==> config.mk <==
export PLATFORM = sky130hd
export DESIGN_NAME = kv_wb_master_flat
export DESIGN_NICKNAME = d
export VERILOG_FILES = /design/src/rtl/kv_wb_master_if.sv /design/src/rtl/kv_wb_master.sv /design/src/flat_wrapper.sv
export SDC_FILE = /design/constraint.sdc
export NUM_CORES = 1
export LEC_CHECK = 0
export BUFFER_PORTS_ARGS = -buffer_cell sky130_fd_sc_hd__clkbuf_2
export CORE_MARGIN = 5
export CORE_UTILIZATION = 42
export CTS_CLUSTER_SIZE = 30
export DETAILED_ROUTE_END_ITERATION = 8
export GPL_TIMING_DRIVEN = 0
export PLACE_DENSITY = 0.72
export SYNTH_ARGS = -nofsm -noshare
export SYNTH_HDL_FRONTEND = slang
export SYNTH_SLANG_ARGS = --single-unit
==> constraint.sdc <==
create_clock -name sys_clk -period 2.77 [get_ports sys_clk]
set_input_delay 0.4155 -clock sys_clk [delete_from_list [all_inputs] [get_ports sys_clk]]
set_output_delay 0.4155 -clock sys_clk [all_outputs]
set_load 0.1 [all_outputs]
==> src/rtl/kv_wb_master_if.sv <==
// kv_wb_master_if: bundles the host command/response channel and the store bus.
// Latency: none, wires only.
// Backpressure: cmd_ready_o / rsp_ready_i valid-ready pairs; the store answers with ACK_i.
interface kv_wb_master_if #(
    parameter int DW = 16
);
    // host command channel
    logic          cmd_valid_i;
    logic          cmd_ready_o;
    logic          cmd_we_i;
    logic [DW-1:0] cmd_adr_i;
    logic [DW-1:0] cmd_key_i;
    logic [DW-1:0] cmd_dat_i;
    // host response channel
    logic          rsp_valid_o;
    logic          rsp_ready_i;
    logic [DW-1:0] rsp_dat_o;
    logic          rsp_err_o;
    // store bus
    logic          CYC_o;
    logic          STB_o;
    logic          WE_o;
    logic [DW-1:0] ADR_o;
    logic [DW-1:0] DAT_o;
    logic [DW-1:0] KEY_o;
    logic          RESET_o;
    logic          ACK_i;
    logic [DW-1:0] DAT_i;

    // sequencer side
    modport master (
        input  cmd_valid_i, cmd_we_i, cmd_adr_i, cmd_key_i, cmd_dat_i, rsp_ready_i, ACK_i, DAT_i,
        output cmd_ready_o, rsp_valid_o, rsp_dat_o, rsp_err_o,
               CYC_o, STB_o, WE_o, ADR_o, DAT_o, KEY_o, RESET_o
    );

    // host + store side
    modport slave (
        output cmd_valid_i, cmd_we_i, cmd_adr_i, cmd_key_i, cmd_dat_i, rsp_ready_i, ACK_i, DAT_i,
        input  cmd_ready_o, rsp_valid_o, rsp_dat_o, rsp_err_o,
               CYC_o, STB_o, WE_o, ADR_o, DAT_o, KEY_o, RESET_o
    );
endinterface

==> src/rtl/kv_wb_master.sv <==
// kv_wb_master: turns host insert/update/lookup commands into key-value store bus cycles.
// Latency: write 3 cycles accept->response (ACK in first WAIT cycle), lookup 3+HOLD_CYCLES.
// Backpressure: one transaction outstanding; cmd_ready_o stays low until the response is taken.
// Optional hit/timeout counters are built when KV_MASTER_STATS_EN is defined.
module kv_wb_master #(
    parameter int DW          = 16,
    parameter int HOLD_CYCLES = 2,
    parameter int TIMEOUT     = 64
) (
    input  logic          sys_clk,
    input  logic          sys_rst,
`ifdef KV_MASTER_STATS_EN
    output logic [DW-1:0] stat_ok_o,
    output logic [DW-1:0] stat_to_o,
`endif
    kv_wb_master_if.master bus
);
    localparam int             TW        = $clog2(TIMEOUT) + 1;
    localparam logic [TW-1:0]  TMAX      = TW'(TIMEOUT - 1);
    localparam logic [3:0]     HOLD_INIT = 4'(HOLD_CYCLES);

    typedef enum logic [2:0] {IDLE, ISSUE, HOLD, WAIT, RESP} state_t;

    state_t        state_q,     state_d;
    logic [TW-1:0] timer_q,     timer_d;
    logic [3:0]    hold_q,      hold_d;
    logic          cmd_ready_q, cmd_ready_d;
    logic          rsp_valid_q, rsp_valid_d;
    logic          rsp_err_q,   rsp_err_d;
    logic [DW-1:0] rsp_dat_q,   rsp_dat_d;
    logic          cyc_q,       cyc_d;
    logic          stb_q,       stb_d;
    logic          we_q,        we_d;
    logic [DW-1:0] adr_q,       adr_d;
    logic [DW-1:0] dat_q,       dat_d;
    logic [DW-1:0] key_q,       key_d;
    logic          reset_q,     reset_d;

    // Next-state and next-output logic; every output is registered below.
    always_comb begin
        state_d     = state_q;
        timer_d     = timer_q;
        hold_d      = hold_q;
        cmd_ready_d = cmd_ready_q;
        rsp_valid_d = rsp_valid_q;
        rsp_err_d   = rsp_err_q;
        rsp_dat_d   = rsp_dat_q;
        cyc_d       = cyc_q;
        stb_d       = stb_q;
        we_d        = we_q;
        adr_d       = adr_q;
        dat_d       = dat_q;
        key_d       = key_q;
        reset_d     = 1'b0;   // recovery pulse is only ever one cycle wide

        case (state_q)
            IDLE: begin
                cmd_ready_d = 1'b1;
                if (bus.cmd_valid_i && cmd_ready_q) begin
                    we_d        = bus.cmd_we_i;
                    adr_d       = bus.cmd_adr_i;
                    key_d       = bus.cmd_key_i;
                    dat_d       = bus.cmd_dat_i;
                    cyc_d       = 1'b1;
                    stb_d       = 1'b1;
                    cmd_ready_d = 1'b0;
                    state_d     = ISSUE;
                end
            end
            ISSUE: begin
                stb_d = 1'b0;
                if (we_q) begin
                    timer_d = '0;
                    state_d = WAIT;
                end else begin
                    hold_d  = HOLD_INIT;
                    state_d = HOLD;
                end
            end
            HOLD: begin
                // lookups keep CYC up with STB low so the store can resolve the key
                if (hold_q <= 4'd1) begin
                    cyc_d   = 1'b0;
                    timer_d = '0;
                    state_d = WAIT;
                end else begin
                    hold_d = hold_q - 1'b1;
                end
            end
            WAIT: begin
                // ACK takes priority over a coincident timeout
                if (bus.ACK_i) begin
                    rsp_dat_d   = bus.DAT_i;
                    rsp_err_d   = 1'b0;
                    cyc_d       = 1'b0;
                    rsp_valid_d = 1'b1;
                    state_d     = RESP;
                end else if (timer_q == TMAX) begin
                    rsp_dat_d   = '0;
                    rsp_err_d   = 1'b1;
                    cyc_d       = 1'b0;
                    reset_d     = 1'b1;
                    rsp_valid_d = 1'b1;
                    state_d     = RESP;
                end else begin
                    timer_d = timer_q + 1'b1;
                end
            end
            RESP: begin
                if (bus.rsp_ready_i) begin
                    rsp_valid_d = 1'b0;
                    cmd_ready_d = 1'b1;
                    state_d     = IDLE;
                end
            end
            default: state_d = IDLE;
        endcase
    end

    // State and output registers, cleared asynchronously.
    always_ff @(posedge sys_clk or posedge sys_rst) begin
        if (sys_rst) begin
            state_q     <= IDLE;
            timer_q     <= '0;
            hold_q      <= '0;
            cmd_ready_q <= 1'b1;
            rsp_valid_q <= 1'b0;
            rsp_err_q   <= 1'b0;
            rsp_dat_q   <= '0;
            cyc_q       <= 1'b0;
            stb_q       <= 1'b0;
            we_q        <= 1'b0;
            adr_q       <= '0;
            dat_q       <= '0;
            key_q       <= '0;
            reset_q     <= 1'b0;
        end else begin
            state_q     <= state_d;
            timer_q     <= timer_d;
            hold_q      <= hold_d;
            cmd_ready_q <= cmd_ready_d;
            rsp_valid_q <= rsp_valid_d;
            rsp_err_q   <= rsp_err_d;
            rsp_dat_q   <= rsp_dat_d;
            cyc_q       <= cyc_d;
            stb_q       <= stb_d;
            we_q        <= we_d;
            adr_q       <= adr_d;
            dat_q       <= dat_d;
            key_q       <= key_d;
            reset_q     <= reset_d;
        end
    end

    assign bus.cmd_ready_o = cmd_ready_q;
    assign bus.rsp_valid_o = rsp_valid_q;
    assign bus.rsp_err_o   = rsp_err_q;
    assign bus.rsp_dat_o   = rsp_dat_q;
    assign bus.CYC_o       = cyc_q;
    assign bus.STB_o       = stb_q;
    assign bus.WE_o        = we_q;
    assign bus.ADR_o       = adr_q;
    assign bus.DAT_o       = dat_q;
    assign bus.KEY_o       = key_q;
    assign bus.RESET_o     = reset_q;

`ifdef KV_MASTER_STATS_EN
    logic [DW-1:0] ok_q;
    logic [DW-1:0] to_q;

    // Saturating completion counters, bumped on the cycle RESP is entered.
    always_ff @(posedge sys_clk or posedge sys_rst) begin
        if (sys_rst) begin
            ok_q <= '0;
            to_q <= '0;
        end else if (state_q == WAIT && state_d == RESP) begin
            if (rsp_err_d) begin
                if (to_q != '1) to_q <= to_q + 1'b1;
            end else begin
                if (ok_q != '1) ok_q <= ok_q + 1'b1;
            end
        end
    end

    assign stat_ok_o = ok_q;
    assign stat_to_o = to_q;
`endif
endmodule

==> src/flat_wrapper.sv <==
// flat-port wrapper written by rule: the top's interface ports become plain ports
module kv_wb_master_flat 
#(
    parameter int DW          = 16,
    parameter int HOLD_CYCLES = 2,
    parameter int TIMEOUT     = 64
)
  (sys_clk, sys_rst, bus_cmd_valid_i, bus_cmd_we_i, bus_cmd_adr_i, bus_cmd_key_i, bus_cmd_dat_i, bus_rsp_ready_i, bus_ACK_i, bus_DAT_i, bus_cmd_ready_o, bus_rsp_valid_o, bus_rsp_dat_o, bus_rsp_err_o, bus_CYC_o, bus_STB_o, bus_WE_o, bus_ADR_o, bus_DAT_o, bus_KEY_o, bus_RESET_o);
  kv_wb_master_if #(.DW(DW)) bus_i ();
  input  logic sys_clk;
  input  logic sys_rst;
  input wire logic [$bits(bus_i.cmd_valid_i)-1:0] bus_cmd_valid_i;
  input wire logic [$bits(bus_i.cmd_we_i)-1:0] bus_cmd_we_i;
  input wire logic [$bits(bus_i.cmd_adr_i)-1:0] bus_cmd_adr_i;
  input wire logic [$bits(bus_i.cmd_key_i)-1:0] bus_cmd_key_i;
  input wire logic [$bits(bus_i.cmd_dat_i)-1:0] bus_cmd_dat_i;
  input wire logic [$bits(bus_i.rsp_ready_i)-1:0] bus_rsp_ready_i;
  input wire logic [$bits(bus_i.ACK_i)-1:0] bus_ACK_i;
  input wire logic [$bits(bus_i.DAT_i)-1:0] bus_DAT_i;
  output wire logic [$bits(bus_i.cmd_ready_o)-1:0] bus_cmd_ready_o;
  output wire logic [$bits(bus_i.rsp_valid_o)-1:0] bus_rsp_valid_o;
  output wire logic [$bits(bus_i.rsp_dat_o)-1:0] bus_rsp_dat_o;
  output wire logic [$bits(bus_i.rsp_err_o)-1:0] bus_rsp_err_o;
  output wire logic [$bits(bus_i.CYC_o)-1:0] bus_CYC_o;
  output wire logic [$bits(bus_i.STB_o)-1:0] bus_STB_o;
  output wire logic [$bits(bus_i.WE_o)-1:0] bus_WE_o;
  output wire logic [$bits(bus_i.ADR_o)-1:0] bus_ADR_o;
  output wire logic [$bits(bus_i.DAT_o)-1:0] bus_DAT_o;
  output wire logic [$bits(bus_i.KEY_o)-1:0] bus_KEY_o;
  output wire logic [$bits(bus_i.RESET_o)-1:0] bus_RESET_o;
  assign bus_i.cmd_valid_i = bus_cmd_valid_i;
  assign bus_i.cmd_we_i = bus_cmd_we_i;
  assign bus_i.cmd_adr_i = bus_cmd_adr_i;
  assign bus_i.cmd_key_i = bus_cmd_key_i;
  assign bus_i.cmd_dat_i = bus_cmd_dat_i;
  assign bus_i.rsp_ready_i = bus_rsp_ready_i;
  assign bus_i.ACK_i = bus_ACK_i;
  assign bus_i.DAT_i = bus_DAT_i;
  assign bus_cmd_ready_o = bus_i.cmd_ready_o;
  assign bus_rsp_valid_o = bus_i.rsp_valid_o;
  assign bus_rsp_dat_o = bus_i.rsp_dat_o;
  assign bus_rsp_err_o = bus_i.rsp_err_o;
  assign bus_CYC_o = bus_i.CYC_o;
  assign bus_STB_o = bus_i.STB_o;
  assign bus_WE_o = bus_i.WE_o;
  assign bus_ADR_o = bus_i.ADR_o;
  assign bus_DAT_o = bus_i.DAT_o;
  assign bus_KEY_o = bus_i.KEY_o;
  assign bus_RESET_o = bus_i.RESET_o;
  kv_wb_master #(.DW(DW), .HOLD_CYCLES(HOLD_CYCLES), .TIMEOUT(TIMEOUT)) u_core (.sys_clk(sys_clk), .sys_rst(sys_rst), .bus(bus_i));
endmodule
---- Word-level counts from Yosys, hierarchy flattened ----
Index checks and enable logic that the tools add are counted.
word-level totals
  bits in registers ....................... 85
  input port bits ......................... 70
  output and inout port bits .............. 71
  word-level logic and storage cells ...... 83
cells by class
  add/subtract/negate cells ............... 2
  order comparisons ....................... 1
  eq/ne operators ......................... 14
  multiplexer cells ....................... 34
  reductions and logical operators ........ 18
operators by type and width
  operator             number
  $mux 16              2
  $mux 7               4
  $pmux 7 s3           1
  $mux 3               5
  $pmux 3 s5           1
  $mux 1               14
  $ne 2x2->1 const B   5
  $reduce_bool 2->1    5
  $mux 4               2
  $pmux 4 s2           1
  $reduce_and 2->1     4
  $reduce_and 4->1     2
  $add 7x1->7 const B  1
  $eq 7x6->1 const B   1
  $eq 3x2->1 const B   2
  $ne 2x1->1 const B   3
  $pmux 1 s2           3
  $reduce_and 3->1     2
  $reduce_bool 3->1    2
  $reduce_and 5->1     1
  $le 4x1->1 const B   1
  $sub 4x1->4 const B  1
  $eq 3x1->1 const B   1
  $eq 3x3->1 const B   1
  4 further kinds      4

---- Logic depth before layout (Yosys ltp) ----
Gate-level depths: netlist of run 1.
  word-level depth ........................ 4
  depth in mapped cells ................... 6
  gate-level depth less buffers ........... 6

---- Least setup slack after synthesis of run 1 ----
No wires, ideal clock.
  path kind ............................... register to register
  start ................................... reg u_core.cmd_ready_q (netlist: u_core.bus.cmd_ready_o)
  end ..................................... reg u_core.key_q[0] (netlist: u_core.bus.KEY_o[0])
  setup time .............................. 0.128 ns
  data arrival time ....................... 1.922 ns
  path slack .............................. 0.720 ns
  stages on the path, launching flop included .. 5
  path buffers ............................ 1
  period minus slack after synthesis ...... 2.050 ns
  path through ............................ dfstp_2 > nand2_1 > nor4_4 > buf_2 > mux2_1
between the ends
  cells in the longest elaborated chain, start to end .. 2
RTL lines
  item                        line                 source
  start: declaration          kv_wb_master.sv:27   logic cmd_ready_q, cmd_ready_d;
  start signal: assignment    kv_wb_master.sv:141  cmd_ready_q <= cmd_ready_d;
  $logic_and 1x1->1           kv_wb_master.sv:59   if (bus.cmd_valid_i && cmd_ready_q) begin
  $reduce_and 2->1 (no line)  n/a
  end signal: assignment      kv_wb_master.sv:150  key_q <= key_d;
  end: declaration            kv_wb_master.sv:36   logic [DW-1:0] key_q, key_d;
No other way between the ends.
A chain may end at the register's enable or synchronous reset.

---- Worst setup path in the final report of run 1 ----
  start ................................... reg u_core.cmd_ready_q (netlist: u_core.bus.cmd_ready_o)
  end ..................................... reg u_core.key_q[4] (netlist: u_core.bus.KEY_o[4])
The elaborated chain is that of the path after synthesis.

==> metrics list, run 1 <==
- Run status: finished, final reports clean
- Setup violators final: 0
- Worst-case headroom to the max-slew limit: 62.8%
- In this run, synthesis produced a sequential element count of 85.
* Placer's final routability congestion estimate: 0.750
- At the pin with the least slew margin, the transition time is 0.561 ns.
- Number of endpoints with negative hold slack in the final report: 0
- The clock passes through at most 2 buffers.
* Core Rows: 33
- The endpoint identified for the worst register-to-register timing path is u_core.bus.KEY_o[4]$_DFFE_PP0P_.
- For this design, the slowest cell found on the critical path is sky130_fd_sc_hd__dfstp_2.
- Buffer type at the clock tree root: sky130_fd_sc_hd__clkbuf_8
- The worst register-to-register path begins at u_core.bus.cmd_ready_o$_DFFE_PP1P_.
- Counting cells, the worst reg-to-reg path comes to 4.
- The count of nets left with antenna violations once routing finished came out at 0.
- For this configuration, the core starts out at a cell density of 43.0%.
- In this run the cell area of the synthesized design comes to 3520 um^2.
- Die area: 10300 um^2
- Top cells by area, synth: sky130_fd_sc_hd__dfrtp_1 60%, sky130_fd_sc_hd__mux2_1 13%, sky130_fd_sc_hd__a22o_1 4.0%, sky130_fd_sc_hd__mux2_2 2.6%, sky130_fd_sc_hd__inv_1 1.2%
* Post-synth top flop: sky130_fd_sc_hd__dfrtp_1
* Sequential standard cell area: 2130 um^2
* Final worst clock skew: 0.0101 ns
- TritonCTS buffer count: 9
* Worst hold path cell count: 2
* Synth warnings: 0
- Beginning of the worst hold path: bus_cmd_adr_i[0]
- Largest incremental delay on the critical path: 0.55 ns
* Crit path kind: reg -> reg
- Summing all multi-input logic gate instances after layout gives 1260 um^2.
* First-pass GRT wire length: 12300 um
* Part of the Yosys area used for sequential elements: 60.5%
- The most critical setup path has its startpoint at u_core.bus.cmd_ready_o$_DFFE_PP1P_.
- Cell type with the highest aggregate area in the netlist: sky130_fd_sc_hd__dfrtp_1
- The path with the worst hold slack has its endpoint at u_core.bus.ADR_o[0]$_DFFE_PP0P_.
* Cells after Synth: 248
- Fillers: 734
* Top-Level Pins: 141
- Commonest non-fill, non-tap cell in the layout: sky130_fd_sc_hd__clkbuf_2
- Half-perimeter wire length after detailed placement: 5590 um
- The share of synthesized area in the top cell type comes to 59.8%.
* Net count after synthesis: 321
- Number of cells on the critical path: 4
- Counting distinct cell types in the post-synthesis netlist gives 52.
- Traced cell by cell, the critical path runs through nand2_1 > nor4_4 > buf_2 > mux2_1.
* Mean instance size in the synthesized netlist: 14.2 um^2
* Min Tclk post-route: 1.88 ns
- Antenna diode count: 0
* Drt wl/cell: 14.1 um
* CTS tree: built
- Core Region: 8180 um^2
* Post-route DRC: 0
* Ratio of cells with drive above 1 in the final layout: 46.6%
- Cell family with the largest share of critical-path delay: flip-flops
- Class of the worst hold path: in -> reg
- Number of antenna violations at the first check in global routing: 0
* Final max-slew violation count: 0
- Cells fill 55.8% of the core in the end.
- The top cell types in the final layout, fill and taps aside, are 140 x sky130_fd_sc_hd__clkbuf_2, 84 x sky130_fd_sc_hd__dfrtp_1, 41 x sky130_fd_sc_hd__mux2_1, 16 x sky130_fd_sc_hd__a22o_1, 11 x sky130_fd_sc_hd__clkbuf_8.
* Proportion of register bits with asynchronous set or reset after synthesis: 100%
* Buffers plus inverters on the worst setup path: 1
- Clock slew at the register clock pins of the worst setup and hold paths: 0.08 ns
- Across the run, the number of max-cap violations was 0.
* Largest net degree at the start of global routing: 67
* Crit end category: flip-flop
- After global routing the overflow that remains totals 0.
- Iteration-0 DRC count of the detailed router: 54
* Layout area overhead: 29.6%
- Avg Vias per Cell: 4.92
- The first detailed-routing pass ran for 4 iterations.
- Clock insertion delay at the later pin of the skew report: 0.34 ns
* Register-to-register path setup slack: 0.89 ns
- Input and output buffers added on the ports amount to 140.
- Width of the die: 101 um
- Nets: 474
- Setup repair after global routing left no endpoint under its margin.
- Data on the critical path arrives at its endpoint at 2.11 ns.
- Of the available clock period, the critical path in the final layout requires 67.9%.
- Number of vias after detailed routing: 2514
* Number of global-route vias before repair: 2726
- Total GRT Usage: 15.0%
- Derived from the worst setup path, the maximum achievable clock frequency is 532 MHz.
- Wires add up to 7180 um.
- Setup crit start kind: flip-flop
* Number of synthesized flops with an enable pin: 0
- Clock H-tree levels: 3
- For the worst setup path, the data required time is 3.00 ns.
- In this run the worst path has a maximum fanout of 10.
- Die Y-Extent: 101 um
- Clock tree sinks: 85
[logic make-up after synthesis]
group	count (synthesis)	share of synthesized area, %
XOR/XNOR	2	0.498
AND/OR/NAND/NOR	42	7.62
flip-flops	85	60.5
buffers and inverters	22	3.52
adder cells (fa/ha/maj)	3	1.07
multiplexers	51	16.3
AO/OA/AOI/OAI	43	10.5
[Yosys cell counts, drive strengths merged (2+ instances only)]
cell type	n
a21oi	4
a22o	16
a31oi	2
buf	10
dfrtp	84
ha	3
inv	11
mux2	49
mux2i	2
nand2	8
nand3	5
nand3b	2
nor2	8
nor3	4
nor4	3
o211ai	2
o21ai	8
or2	2
or3	3
xor2	2
[worst max-delay path by stage]
| stage | endpoint | slack [ns] |
|---|---|---|
| floorplan | u_core.bus.ADR_o[0]$_DFFE_PP0P_ | 0.16 |
| global placement | u_core.bus.rsp_dat_o[11]$_DFFE_PP0P_ | -0.76 |
| detailed placement | u_core.bus.KEY_o[4]$_DFFE_PP0P_ | 0.85 |
| CTS | u_core.bus.KEY_o[4]$_DFFE_PP0P_ | 0.82 |
| global route | u_core.bus.KEY_o[4]$_DFFE_PP0P_ | 0.77 |
| finish | u_core.bus.KEY_o[4]$_DFFE_PP0P_ | 0.89 |
[final cells by class]
class	count	share of cell area, %
clock buffer	12	3.18
clock inverter	4	0.549
timing repair buffer	142	16.2
inverter	11	0.961
multi-input combinational	141	27.7
tap	105	2.88
sequential	85	46.7
buffer	11	1.81
[per-stage QoR]
stage | area, um^2 | std cells | worst slack [ns] | setup TNS [ns] | hold slack (ns)
6_report | 4560 | 511 | 0.890 | 0 | 0.283
5_1_grt | 4560 | 511 | 0.774 | 0 | 0.259
4_1_cts | 4560 | 511 | 0.821 | 0 | 0.259
3_5_place_dp | 4380 | 494 | 0.846 | 0 | 0.370
3_3_place_gp | 4350 | 493 | -0.763 | -63.70 | 0.462
2_1_floorplan | 3520 | 248 | 0.163 | 0 | 0.496
[flip-flops by register name, indices dropped and copies added (netlist names)]
register,count
u_core.bus.RESET_o,1
u_core.bus.CYC_o,1
u_core.bus.WE_o,1
u_core.hold_q,4
u_core.timer_q,7
u_core.bus.cmd_ready_o,1
u_core.bus.STB_o,1
u_core.bus.rsp_valid_o,1
u_core.bus.KEY_o,16
u_core.bus.rsp_err_o,1
u_core.bus.DAT_o,16
u_core.bus.rsp_dat_o,16
u_core.bus.ADR_o,16
u_core.state_q,3
[metal layers]
layer | global-route usage [%] | up-vias | wire (um)
li1 | - | 1195 | -
met1 | 18.2 | 1208 | 3040
met2 | 24.7 | 101 | 3310
met3 | 4.61 | 10 | 722
met4 | 6.13 | 0 | 108
met5 | 0 | - | 0
[repair_timing]
action / 4_1_cts / 5_1_grt
gates resized for setup: 0 / 0
buffers inserted: 0 / 0
hold buffers: 1 / 0
endpoints found under the hold margin: 19 / 0
Power of run 1 is not shown: default switching activity piles up to over one toggle a cycle in this logic, so the estimate is an artifact.
==> run 2, diff against run 1 <==
==> constraint.sdc (replaced) <==
create_clock -name sys_clk -period 1.51 [get_ports sys_clk]
set_input_delay 0.2265 -clock sys_clk [delete_from_list [all_inputs] [get_ports sys_clk]]
set_output_delay 0.2265 -clock sys_clk [all_outputs]
set_load 0.1 [all_outputs]
==> run 2 against run 1 <==
Net effect: the flow now finishes with violations (setup timing); core utilization rose by 8.9 points; sequential share of layout area fell by 6.2 points; via count rose by 8.8%; final cell count rose by 7.0%.
==> metrics list, run 2 (synthesis results as in run 1) <==
* Initial Utilization: 43.0% (unchanged)
* Final worst clock skew: 0.0108 ns (was 0.0101 ns)
- Layout area overhead: 50.4% (was 29.6%)
* Largest net degree at the start of global routing: 43 (was 67)
* Critical path fanouts, max: 10 (unchanged)
- The number of antenna violations at the first check in global routing is 0 (unchanged).
- Buffer type at the clock tree root: sky130_fd_sc_hd__clkbuf_8 (unchanged)
* Total GRT Usage: 17.6% (was 15.0%)
- Post-route DRC: 0 (unchanged)
- The TritonCTS clock tree is built (unchanged).
* Iteration-0 DRC count of the detailed router: 60 (was 54)
- The slew at the pin closest to its max-slew limit came to 0.573 ns (was 0.561 ns).
- Setup crit start kind: flip-flop (unchanged)
* Setup slack after layout: -0.137 ns (was 0.890 ns)
- The total clock sinks was 85 (unchanged).
* Avg Vias per Cell: 5.00 (was 4.92)
* Cell family with the largest share of critical-path delay: flip-flops (unchanged)
* Crit path kind: reg -> reg (unchanged)
- Final worst-path cycle share: 109% (was 67.9%)
- The number of failing setup endpoints in the final timing report came to 71 (was 0).
* Die Y-Extent: 101 um (unchanged)
- Buffers plus inverters on the worst setup path: 2 (was 1)
- Cell area after placement: 4420 um^2 (was 4380 um^2)
- The critical path data arrival time was 1.89 ns (was 2.11 ns).
* Placer's final routability congestion estimate: 0.785 (was 0.750)
- The clock latency of the later-clocked register in the worst-skew pair came to 0.35 ns (was 0.34 ns).
- The via count of the first global-routing pass was 2849 (was 2726).
- Worst-path cell chain: nand2_4 > nor4_4 > buf_4 > buf_8 > mux2_2 (was nand2_1 > nor4_4 > buf_2 > mux2_1)
- The H-tree depth came to 3 (unchanged).
- Half-perimeter wire length after detailed placement: 6220 um (was 5590 um)
* TritonCTS buffer count: 9 (unchanged)
* Remaining global-route overflow: 0 (unchanged)
- Top-Level Pins: 141 (unchanged)
- Number of vias after detailed routing: 2735 (was 2514)
- The final reports fail on setup timing.
- Core Region: 8180 um^2 (unchanged)
- Antenna diode count: 0 (unchanged)
* Unrepaired setup endpoints after global routing: yes (was no)
- The post-CTS clock slew at the launch and capture registers of the worst setup and hold paths was 0.09 ns (was 0.08 ns).
- The number of port buffers is 140 (unchanged).
- The most common cell after layout, fill and taps aside is sky130_fd_sc_hd__clkbuf_2 (unchanged).
- Cell area after layout: 5290 um^2 (was 4560 um^2)
* Worst-path cell with the longest stage delay: sky130_fd_sc_hd__dfstp_4 (was sky130_fd_sc_hd__dfstp_2)
- The count of maximum capacitance violations came to 0 (unchanged).
- The number of search-and-repair iterations in the first detailed-routing pass came to 4 (unchanged).
- The final sum of negative setup slack is -6.35 ns (was 0 ns).
* Maximum achievable frequency: 607 MHz (was 532 MHz)
* Worst-case headroom to the max-slew limit: 62.0% (was 62.8%)
- Most used cells in the layout excluding fill and tap cells: 138 x sky130_fd_sc_hd__clkbuf_2, 81 x sky130_fd_sc_hd__dfrtp_1, 38 x sky130_fd_sc_hd__mux2_4, 23 x sky130_fd_sc_hd__buf_4, 16 x sky130_fd_sc_hd__a22o_1 (was 140 x sky130_fd_sc_hd__clkbuf_2, 84 x sky130_fd_sc_hd__dfrtp_1, 41 x sky130_fd_sc_hd__mux2_1, 16 x sky130_fd_sc_hd__a22o_1, 11 x sky130_fd_sc_hd__clkbuf_8).
* Required time reported for the critical path endpoint: 1.75 ns (was 3.00 ns)
- Nets: 511 (was 474)
- The per-cell routed wire length came to 16.9 um (was 14.1 um).
- Core Rows: 33 (unchanged)
* Hold Slack: 0.0873 ns (was 0.283 ns)
* Width of the die: 101 um (unchanged)
- The antenna violation net count after detailed routing is 0 (unchanged).
* Final max-slew violation count: 0 (unchanged)
- Min Tclk post-route: 1.65 ns (was 1.88 ns)
- The total wire length after detailed routing came to 9250 um (was 7180 um).
* First-pass GRT wire length: 14100 um (was 12300 um)
* Ratio of cells with drive above 1 in the final layout: 63.6% (was 46.6%)
- Number of endpoints with negative hold slack in the final report: 0 (unchanged)
* Die area: 10300 um^2 (unchanged)
- Crit end category: flip-flop (unchanged)
- Run status: finished, violations left (was finished, final reports clean)
* Class of the worst hold path: in -> reg (unchanged)
- Deepest clock path buffer count: 2 (unchanged)
* Largest incremental delay on the critical path: 0.63 ns (was 0.55 ns)
[run 2: stage by stage]
| step | instances | setup slack, ns | utilization (%) |
|---|---|---|---|
| after global placement | 493 | -0.459 | 53.6 |
| after detailed placement | 495 | -0.432 | 54.1 |
| final | 547 | -0.137 | 64.7 |
| after floorplan | 248 | -0.321 | - |
| after global routing | 547 | -0.189 | 64.7 |
| after CTS | 538 | -0.278 | 61.8 |
[run 2: path summary, 6_finish.rpt]
path	startpoint	endpoint	slack, ns	depth (start not counted)
setup / recovery	u_core.bus.cmd_ready_o$_DFFE_PP1P_	u_core.bus.DAT_o[11]$_DFFE_PP0P_	-0.14	5
hold / removal	bus_DAT_i[12]	u_core.bus.rsp_dat_o[12]$_DFFE_PP0P_	0.09	2
setup reg to reg	u_core.bus.cmd_ready_o$_DFFE_PP1P_	u_core.bus.DAT_o[11]$_DFFE_PP0P_	-0.14	5
hold reg to reg	u_core.bus.STB_o$_DFFE_PP0P_	u_core.bus.STB_o$_DFFE_PP0P_	0.49	1
max in group asynchronous	sys_rst	u_core.bus.cmd_ready_o$_DFFE_PP1P_	0.64	4
min in group asynchronous	sys_rst	u_core.bus.KEY_o[7]$_DFFE_PP0P_	0.35	3
[run 2: area by class of cell]
type	instances	area [um^2]
Fill cell	617	2890
Clock inverter	5	36.3
Tap cell	105	131
Multi-Input combinational cell	141	1540
Clock buffer	10	128
Inverter	11	45.0
Timing Repair Buffer	179	1110
Sequential cell	85	2140
Buffer	11	149
[run 2: per-layer routing]
metal	vias to the layer above	routed length, um	GRT usage [%]
li1	1271	-	-
met1	1330	3880	21.2
met2	121	4470	30.8
met3	13	759	4.13
met4	0	144	6.34
met5	-	0	0
[run 2: worst register-to-register path: stages, from the launching register on]
cell	delay (ns)
sky130_fd_sc_hd__dfstp_4	0.63
sky130_fd_sc_hd__nand2_4	0.06
sky130_fd_sc_hd__nor4_4	0.17
sky130_fd_sc_hd__buf_4	0.20
sky130_fd_sc_hd__buf_8	0.15
sky130_fd_sc_hd__mux2_2	0.35
[run 2: timing repair]
item                                    4_1_cts  5_1_grt
hold buffers                                  1        0
endpoints found under the hold margin         4        0
resized for setup                            60       39
endpoints found under the setup margin       82       80
gates cloned                                  0        0
setup buffers                                27        9
pin swaps                                    29       10
Power of run 2 is left out for the same reason.
